File: config.mk
export PLATFORM = sky130hd
export DESIGN_NAME = iob2axil
export DESIGN_NICKNAME = d
export VERILOG_FILES = /design/src/rtl/iob2axil_pkg.sv /design/src/rtl/iob2axil_reg.sv /design/src/rtl/iob2axil.sv
export SDC_FILE = /design/constraint.sdc
export NUM_CORES = 1
export LEC_CHECK = 0
export CORE_MARGIN = 3
export CORE_UTILIZATION = 39
export CTS_CLUSTER_SIZE = 30
export DETAILED_ROUTE_END_ITERATION = 16
export GPL_ROUTABILITY_DRIVEN = 0
export PLACE_DENSITY_LB_ADDON = 0.08
export SETUP_SLACK_MARGIN = 0.1
export SLEW_MARGIN = 20
export SYNTH_ARGS = -nofsm -noshare
export SYNTH_HDL_FRONTEND = slang
export SYNTH_SLANG_ARGS = --single-unit
export TNS_END_PERCENT = 30
File: constraint.sdc
create_clock -name clk_i -period 1.95 [get_ports clk_i]
set_clock_uncertainty 0.15 [all_clocks]
set_input_delay 0.39 -clock clk_i [delete_from_list [all_inputs] [get_ports clk_i]]
set_output_delay 0.39 -clock clk_i [all_outputs]
set_load 0.01 [all_outputs]
File: src/rtl/iob2axil_pkg.sv
// Shared constants for the IOb-to-AXI4-Lite master bridge: FSM encodings and AXI
// response/protection codes.
package iob2axil_pkg;

  localparam logic [2:0] ST_IDLE  = 3'd0;
  localparam logic [2:0] ST_WRITE = 3'd1;
  localparam logic [2:0] ST_WRESP = 3'd2;
  localparam logic [2:0] ST_READ  = 3'd3;
  localparam logic [2:0] ST_RDATA = 3'd4;

  localparam logic [1:0] AXI_RESP_OKAY    = 2'b00;
  localparam logic [2:0] AXI_PROT_DEFAULT = 3'b000;

  function automatic logic resp_is_err(input logic [1:0] resp);
    return resp != AXI_RESP_OKAY;
  endfunction

endpackage

File: src/rtl/iob2axil_reg.sv
// Payload register with synchronous active-high reset, clock enable and load enable.
module iob2axil_reg #(
  parameter int           W       = 32,
  parameter logic [W-1:0] RST_VAL = '0
) (
  input  logic         clk,
  input  logic         rst,
  input  logic         cke,
  input  logic         en,
  input  logic [W-1:0] d,
  output logic [W-1:0] q
);

  // NOTE: payload registers are reset as well because they drive AXI outputs directly.
  always_ff @(posedge clk) begin
    if (rst) begin
      q <= RST_VAL;
    end else if (cke && en) begin
      q <= d;
    end
  end

endmodule

File: src/rtl/iob2axil.sv
// IOb slave to AXI4-Lite master bridge. One transaction in flight: the IOb request is
// registered, the AXI-Lite channels are handshaked, and the result is returned to IOb.
module iob2axil
  import iob2axil_pkg::*;
#(
  parameter int ADDR_W = 32,
  parameter int DATA_W = 32
) (
  input  logic                clk_i,
  input  logic                rst_i,
  input  logic                cke_i,
  input  logic                iob_avalid_i,
  input  logic [ADDR_W-1:0]   iob_addr_i,
  input  logic [DATA_W-1:0]   iob_wdata_i,
  input  logic [DATA_W/8-1:0] iob_wstrb_i,
  output logic                iob_rvalid_o,
  output logic [DATA_W-1:0]   iob_rdata_o,
  output logic                iob_ready_o,
  output logic [ADDR_W-1:0]   axil_awaddr_o,
  output logic [2:0]          axil_awprot_o,
  output logic                axil_awvalid_o,
  input  logic                axil_awready_i,
  output logic [DATA_W-1:0]   axil_wdata_o,
  output logic [DATA_W/8-1:0] axil_wstrb_o,
  output logic                axil_wvalid_o,
  input  logic                axil_wready_i,
  input  logic [1:0]          axil_bresp_i,
  input  logic                axil_bvalid_i,
  output logic                axil_bready_o,
  output logic [ADDR_W-1:0]   axil_araddr_o,
  output logic [2:0]          axil_arprot_o,
  output logic                axil_arvalid_o,
  input  logic                axil_arready_i,
  input  logic [DATA_W-1:0]   axil_rdata_i,
  input  logic [1:0]          axil_rresp_i,
  input  logic                axil_rvalid_i,
  output logic                axil_rready_o,
  output logic                err_o
);

  localparam int STRB_W = DATA_W / 8;

  logic [2:0]        state;
  logic              aw_done;
  logic              w_done;
  logic [ADDR_W-1:0] addr_q;
  logic [DATA_W-1:0] wdata_q;
  logic [STRB_W-1:0] wstrb_q;

  logic req_accept;
  logic rd_capture;
  logic aw_hs;
  logic w_hs;
  logic aw_ok;
  logic w_ok;

  assign iob_ready_o = (state == ST_IDLE);
  assign req_accept  = iob_avalid_i && iob_ready_o;
  assign rd_capture  = (state == ST_RDATA) && axil_rvalid_i;

  assign aw_hs = axil_awvalid_o && axil_awready_i;
  assign w_hs  = axil_wvalid_o && axil_wready_i;
  // A channel counts as complete if it finished earlier or is finishing this cycle.
  assign aw_ok = aw_done || aw_hs;
  assign w_ok  = w_done || w_hs;

  iob2axil_reg #(.W(ADDR_W)) u_addr_reg (
    .clk (clk_i),
    .rst (rst_i),
    .cke (cke_i),
    .en  (req_accept),
    .d   (iob_addr_i),
    .q   (addr_q)
  );

  iob2axil_reg #(.W(DATA_W)) u_wdata_reg (
    .clk (clk_i),
    .rst (rst_i),
    .cke (cke_i),
    .en  (req_accept),
    .d   (iob_wdata_i),
    .q   (wdata_q)
  );

  iob2axil_reg #(.W(STRB_W)) u_wstrb_reg (
    .clk (clk_i),
    .rst (rst_i),
    .cke (cke_i),
    .en  (req_accept),
    .d   (iob_wstrb_i),
    .q   (wstrb_q)
  );

  // Read data holds until the next completed read, even across writes.
  iob2axil_reg #(.W(DATA_W)) u_rdata_reg (
    .clk (clk_i),
    .rst (rst_i),
    .cke (cke_i),
    .en  (rd_capture),
    .d   (axil_rdata_i),
    .q   (iob_rdata_o)
  );

  assign axil_awaddr_o = addr_q;
  assign axil_araddr_o = addr_q;
  assign axil_wdata_o  = wdata_q;
  assign axil_wstrb_o  = wstrb_q;
  assign axil_awprot_o = AXI_PROT_DEFAULT;
  assign axil_arprot_o = AXI_PROT_DEFAULT;

  // NOTE: all sequential state uses non-blocking assignments so every register samples pre-edge values.
  always_ff @(posedge clk_i) begin
    if (rst_i) begin
      state          <= ST_IDLE;
      aw_done        <= 1'b0;
      w_done         <= 1'b0;
      axil_awvalid_o <= 1'b0;
      axil_wvalid_o  <= 1'b0;
      axil_bready_o  <= 1'b0;
      axil_arvalid_o <= 1'b0;
      axil_rready_o  <= 1'b0;
      iob_rvalid_o   <= 1'b0;
      err_o          <= 1'b0;
    end else if (cke_i) begin
      iob_rvalid_o <= 1'b0;
      err_o        <= 1'b0;
      case (state)
        ST_IDLE: begin
          if (iob_avalid_i) begin
            if (|iob_wstrb_i) begin
              state          <= ST_WRITE;
              axil_awvalid_o <= 1'b1;
              axil_wvalid_o  <= 1'b1;
              aw_done        <= 1'b0;
              w_done         <= 1'b0;
            end else begin
              state          <= ST_READ;
              axil_arvalid_o <= 1'b1;
            end
          end
        end
        ST_WRITE: begin
          if (aw_hs) begin
            axil_awvalid_o <= 1'b0;
            aw_done        <= 1'b1;
          end
          if (w_hs) begin
            axil_wvalid_o <= 1'b0;
            w_done        <= 1'b1;
          end
          if (aw_ok && w_ok) begin
            state         <= ST_WRESP;
            axil_bready_o <= 1'b1;
          end
        end
        ST_WRESP: begin
          if (axil_bvalid_i) begin
            state         <= ST_IDLE;
            axil_bready_o <= 1'b0;
            err_o         <= resp_is_err(axil_bresp_i);
          end
        end
        ST_READ: begin
          if (axil_arready_i) begin
            state          <= ST_RDATA;
            axil_arvalid_o <= 1'b0;
            axil_rready_o  <= 1'b1;
          end
        end
        ST_RDATA: begin
          if (axil_rvalid_i) begin
            state         <= ST_IDLE;
            axil_rready_o <= 1'b0;
            iob_rvalid_o  <= 1'b1;
            err_o         <= resp_is_err(axil_rresp_i);
          end
        end
        default: begin
          state <= ST_IDLE;
        end
      endcase
    end
  end

endmodule

==> qor.log <==
INFO  cts            tritoncts=yes
INFO  grt            grt.busiest_layer=met2
INFO  die            ioPinCount=259
INFO  critical_path  cp-start-kind=flip-flop
INFO  grt            grt_use_met3=5.01%
INFO  grt            maximum_number_of_pins_on_one_net_before_global_route_repair=70
INFO  timing         tns=0ps
INFO  die            dieHeight=116um
INFO  routing        num_vias=4953
INFO  synthesis      synth.yosys.warnings=0
INFO  die            rows=39
INFO  timing         layout_worst_path_cycle_share=94.0%
INFO  timing         unrepaired_setup_endpoints_after_global_routing=yes
INFO  pwr            power.density=707nW/um2
INFO  cts            ctsHtreeMaxLevel=3
INFO  cts            cts_root_buffer=clkbuf_16
INFO  synthesis      synth.avg_cell_area=8.27um2
INFO  synthesis      synth_mux_area_share=0.212%
INFO  synthesis      synth_adder_area_share=0%
INFO  critical_path  timing.reg2reg.worst_path_depth=4
INFO  grt            grt_pass1_wl=23100um
INFO  pwr            design_power_total=5.27mW
INFO  routing        wl_per_cell=16.5um
INFO  layout         layout-drive-gt1-share=6.49%
INFO  critical_path  worstPathMaxFanout=4
INFO  timing         relSlewSlack=58.5%
INFO  critical_path  crit_buf_inv=1
INFO  flow_run       maxCapViolations=0
INFO  layout         fin_util=64.2%
INFO  layout         fin_area=7460um2
INFO  cts            tritoncts.num_buffers=9
INFO  synthesis      mapped_area=4720um2
INFO  timing         timing.final.max_slew_violations=0
INFO  grt            vias_in_the_first_global_route=4622
INFO  run_status     outcome=complete, no violations
INFO  synthesis      yosys-top-cells-count=dfxtp_1 (112), a21oi_1 (106), nand3_1 (100)
INFO  place          number_of_buffers_added_on_ports=252
INFO  place          dpl_worst_slack=-82.8ps
INFO  routing        drt_antenna_net_count=0
INFO  critical_path  worst-setup-path-type=reg -> out
INFO  synthesis      post_synth_xor_area_fraction=0%
INFO  synthesis      synth-compound-area-share=25.5%
INFO  grt            gr-usage-met1=26.3%
INFO  critical_path  setup.worst_path.end_class=output port
INFO  synthesis      synth.most_common_cell=dfxtp_1
INFO  critical_path  critical_path_arrival=1290ps
INFO  routing        violation_count_after_the_first_detailed_routing_iteration=392
INFO  synthesis      synth_simple_gate_area_share=14.0%
INFO  cts            path_clk_slew=70ps
INFO  synthesis      dominant_combinational_cell_family_by_area_after_synthesis=compound AO/OA/AOI/OAI gates
INFO  grt            track_usage=21.2%
INFO  critical_path  r2r_setup_slk=240ps
INFO  critical_path  critPathTopFamily=buffers and inverters
INFO  synthesis      synth_largest_type_area_fraction=47.5%
INFO  die            chip_width=116um
INFO  synthesis      cells_after_synth=570
INFO  grt            met2_usage=36.1%
INFO  routing        wl=15100um
INFO  layout         insertedDiodeCount=0
INFO  synthesis      ys_async_sr_fraction=0%
INFO  place          post_dp_cell_area=7150um2
INFO  routing        drt-pass1-iter-count=4
INFO  cts            clkSinkCount=112
INFO  timing         final_number_of_setup_violating_endpoints=0
INFO  critical_path  critPathRequiredTime=1410ps
INFO  synthesis      synth-seq-cells=112
INFO  synthesis      synth_top_cell_by_area=dfxtp_1
INFO  layout         areaGrowthSynthToFinish=58.1%
INFO  cts            buffer_depth_of_the_longest_clock_path=2
INFO  synthesis      synth.area.top_cells=dfxtp_1 (48%), a21oi_1 (11%), nand3_1 (11%), o21ai_0 (10%), buf_4 (6.7%)
INFO  critical_path  critical_path_cell_count=1
INFO  critical_path  crit_path_cell_trace=clkdlybuf4s50_1
INFO  worst_hold_path timing.hold.worst.class=in -> reg
INFO  synthesis      synth_cell_type_count=40
INFO  timing         layout_min_cycle_time=1830ps
INFO  routing        avgViaCountPerCell=5.42
INFO  cts            worstSkewPairLatency=340ps
INFO  die            full_die_area=13400um2
INFO  worst_hold_path holdPathStages=2
INFO  timing         f_max=546MHz
INFO  timing         final_hold_viol_count=0
INFO  synthesis      yosysSeqAreaShare=47.5%
INFO  synthesis      synth-edff-count=0
INFO  critical_path  critical_path.max_stage_delay=580ps
INFO  grt            global_route.overflow_total=0
INFO  grt            number_of_antenna_violations_at_the_first_check_in_global_routing=0
INFO  die            initial_utilization=40.6%
INFO  timing         setup_slack=117ps
INFO  cts            hold_buffers=0
INFO  place          dp_hpwl=10700um
INFO  critical_path  crit_path_top_delay_cell=clkdlybuf4s50_1
INFO  pwr            peakVddDrop=498uV
INFO  pwr            power_leakage=2.56nW
INFO  die            floorplan.core_area=11600um2
INFO  routing        drc_errors=0
INFO  layout         nets=880
INFO  synthesis      synthFlopType=dfxtp_1
INFO  timing         worst_slew_pin_slew=622ps
-- power by group --
part	internal (mW)	switching, mW
combinational	0.529	0.473
sequential	2.37	0.0494
clock	1.03	0.817
total	3.93	1.34
-- flip-flops by register name (all words and copies together) (netlist names) --
signal	flops
axil_bready_o	1
state	3
u_addr_reg.q	32
iob_rvalid_o	1
u_wdata_reg.q	32
u_rdata_reg.q	32
err_o	1
axil_rready_o	1
axil_arvalid_o	1
u_wstrb_reg.q	4
aw_done	1
w_done	1
axil_wvalid_o	1
axil_awvalid_o	1
-- per-stage QoR --
| step | hold slack, ps | std cells |
|---|---|---|
| 2_1_floorplan | 284 | 575 |
| 3_3_place_gp | 299 | 899 |
| 3_5_place_dp | 309 | 899 |
| 4_1_cts | 269 | 914 |
| 5_1_grt | 281 | 914 |
| 6_report | 283 | 914 |
-- path summary, 6_finish.rpt --
path | startpoint | endpoint
max | axil_wvalid_o | axil_wvalid_o
min | rst_i | u_rdata_reg.q[31]
max reg2reg | state[1] | state[0]
min reg2reg | w_done | w_done
-- kinds of logic after synthesis --
kind of cell	count (synthesis)
flip-flops	112
AND/OR/NAND/NOR	123
AO/OA/AOI/OAI	227
multiplexers	1
other	1
buffers and inverters	106
-- per-layer routing --
| metal | up-vias | share of wire [%] | wire length [um] |
|---|---|---|---|
| li1 | 2383 | - | - |
| met3 | 20 | 8.3 | 1250 |
| met1 | 2330 | 40 | 6070 |
| met5 | - | 0 | 0 |
| met2 | 220 | 50 | 7470 |
| met4 | 0 | 1.9 | 280 |
-- cell type report --
cell class	count	area [um2]
Fill cell	1029	4160
Timing Repair Buffer	279	2790
Sequential cell	112	2240
Multi-Input combinational cell	357	1920
Clock buffer	11	243
Tap cell	143	179
Clock inverter	4	55.1
Inverter	8	35.0
-- placed cells by master, fill, tap and decap left out, types with 2 or more instances in the layout --
master	netlist	layout
a211oi_1	3	3
a21oi_1	106	106
and3_1	2	2
buf_12	0	5
buf_4	42	23
clkbuf_16	0	9
clkdlybuf4s50_1	0	248
clkinv_4	1	3
conb_1	1	6
dfxtp_1	112	111
dlymetal6s2s_1	0	2
inv_1	7	7
nand3_1	100	100
nand4_1	2	2
nand4bb_1	2	2
nor2_1	4	4
nor2b_1	2	2
nor3b_1	3	3
o2111ai_1	2	2
o21a_1	3	3
o21ai_0	97	97
o21ai_1	6	6
o41a_1	2	2
-- worst reg2reg max path, delay by kind of cell, from the launching register on --
family,cells,cell delay (ps)
buf+inv,1,500
flops,1,350
compound gates,1,320
simple gates,2,280
-- what timing repair did --
item / in CTS / in global routing
endpoints found under the setup margin: 3 / 11
hold endpoints to repair: 0 / 0
setup buffers: 0 / 0
pin swaps: 0 / 0
resized for setup: 5 / 3
Note: power is estimated with default switching activity, not from simulation.
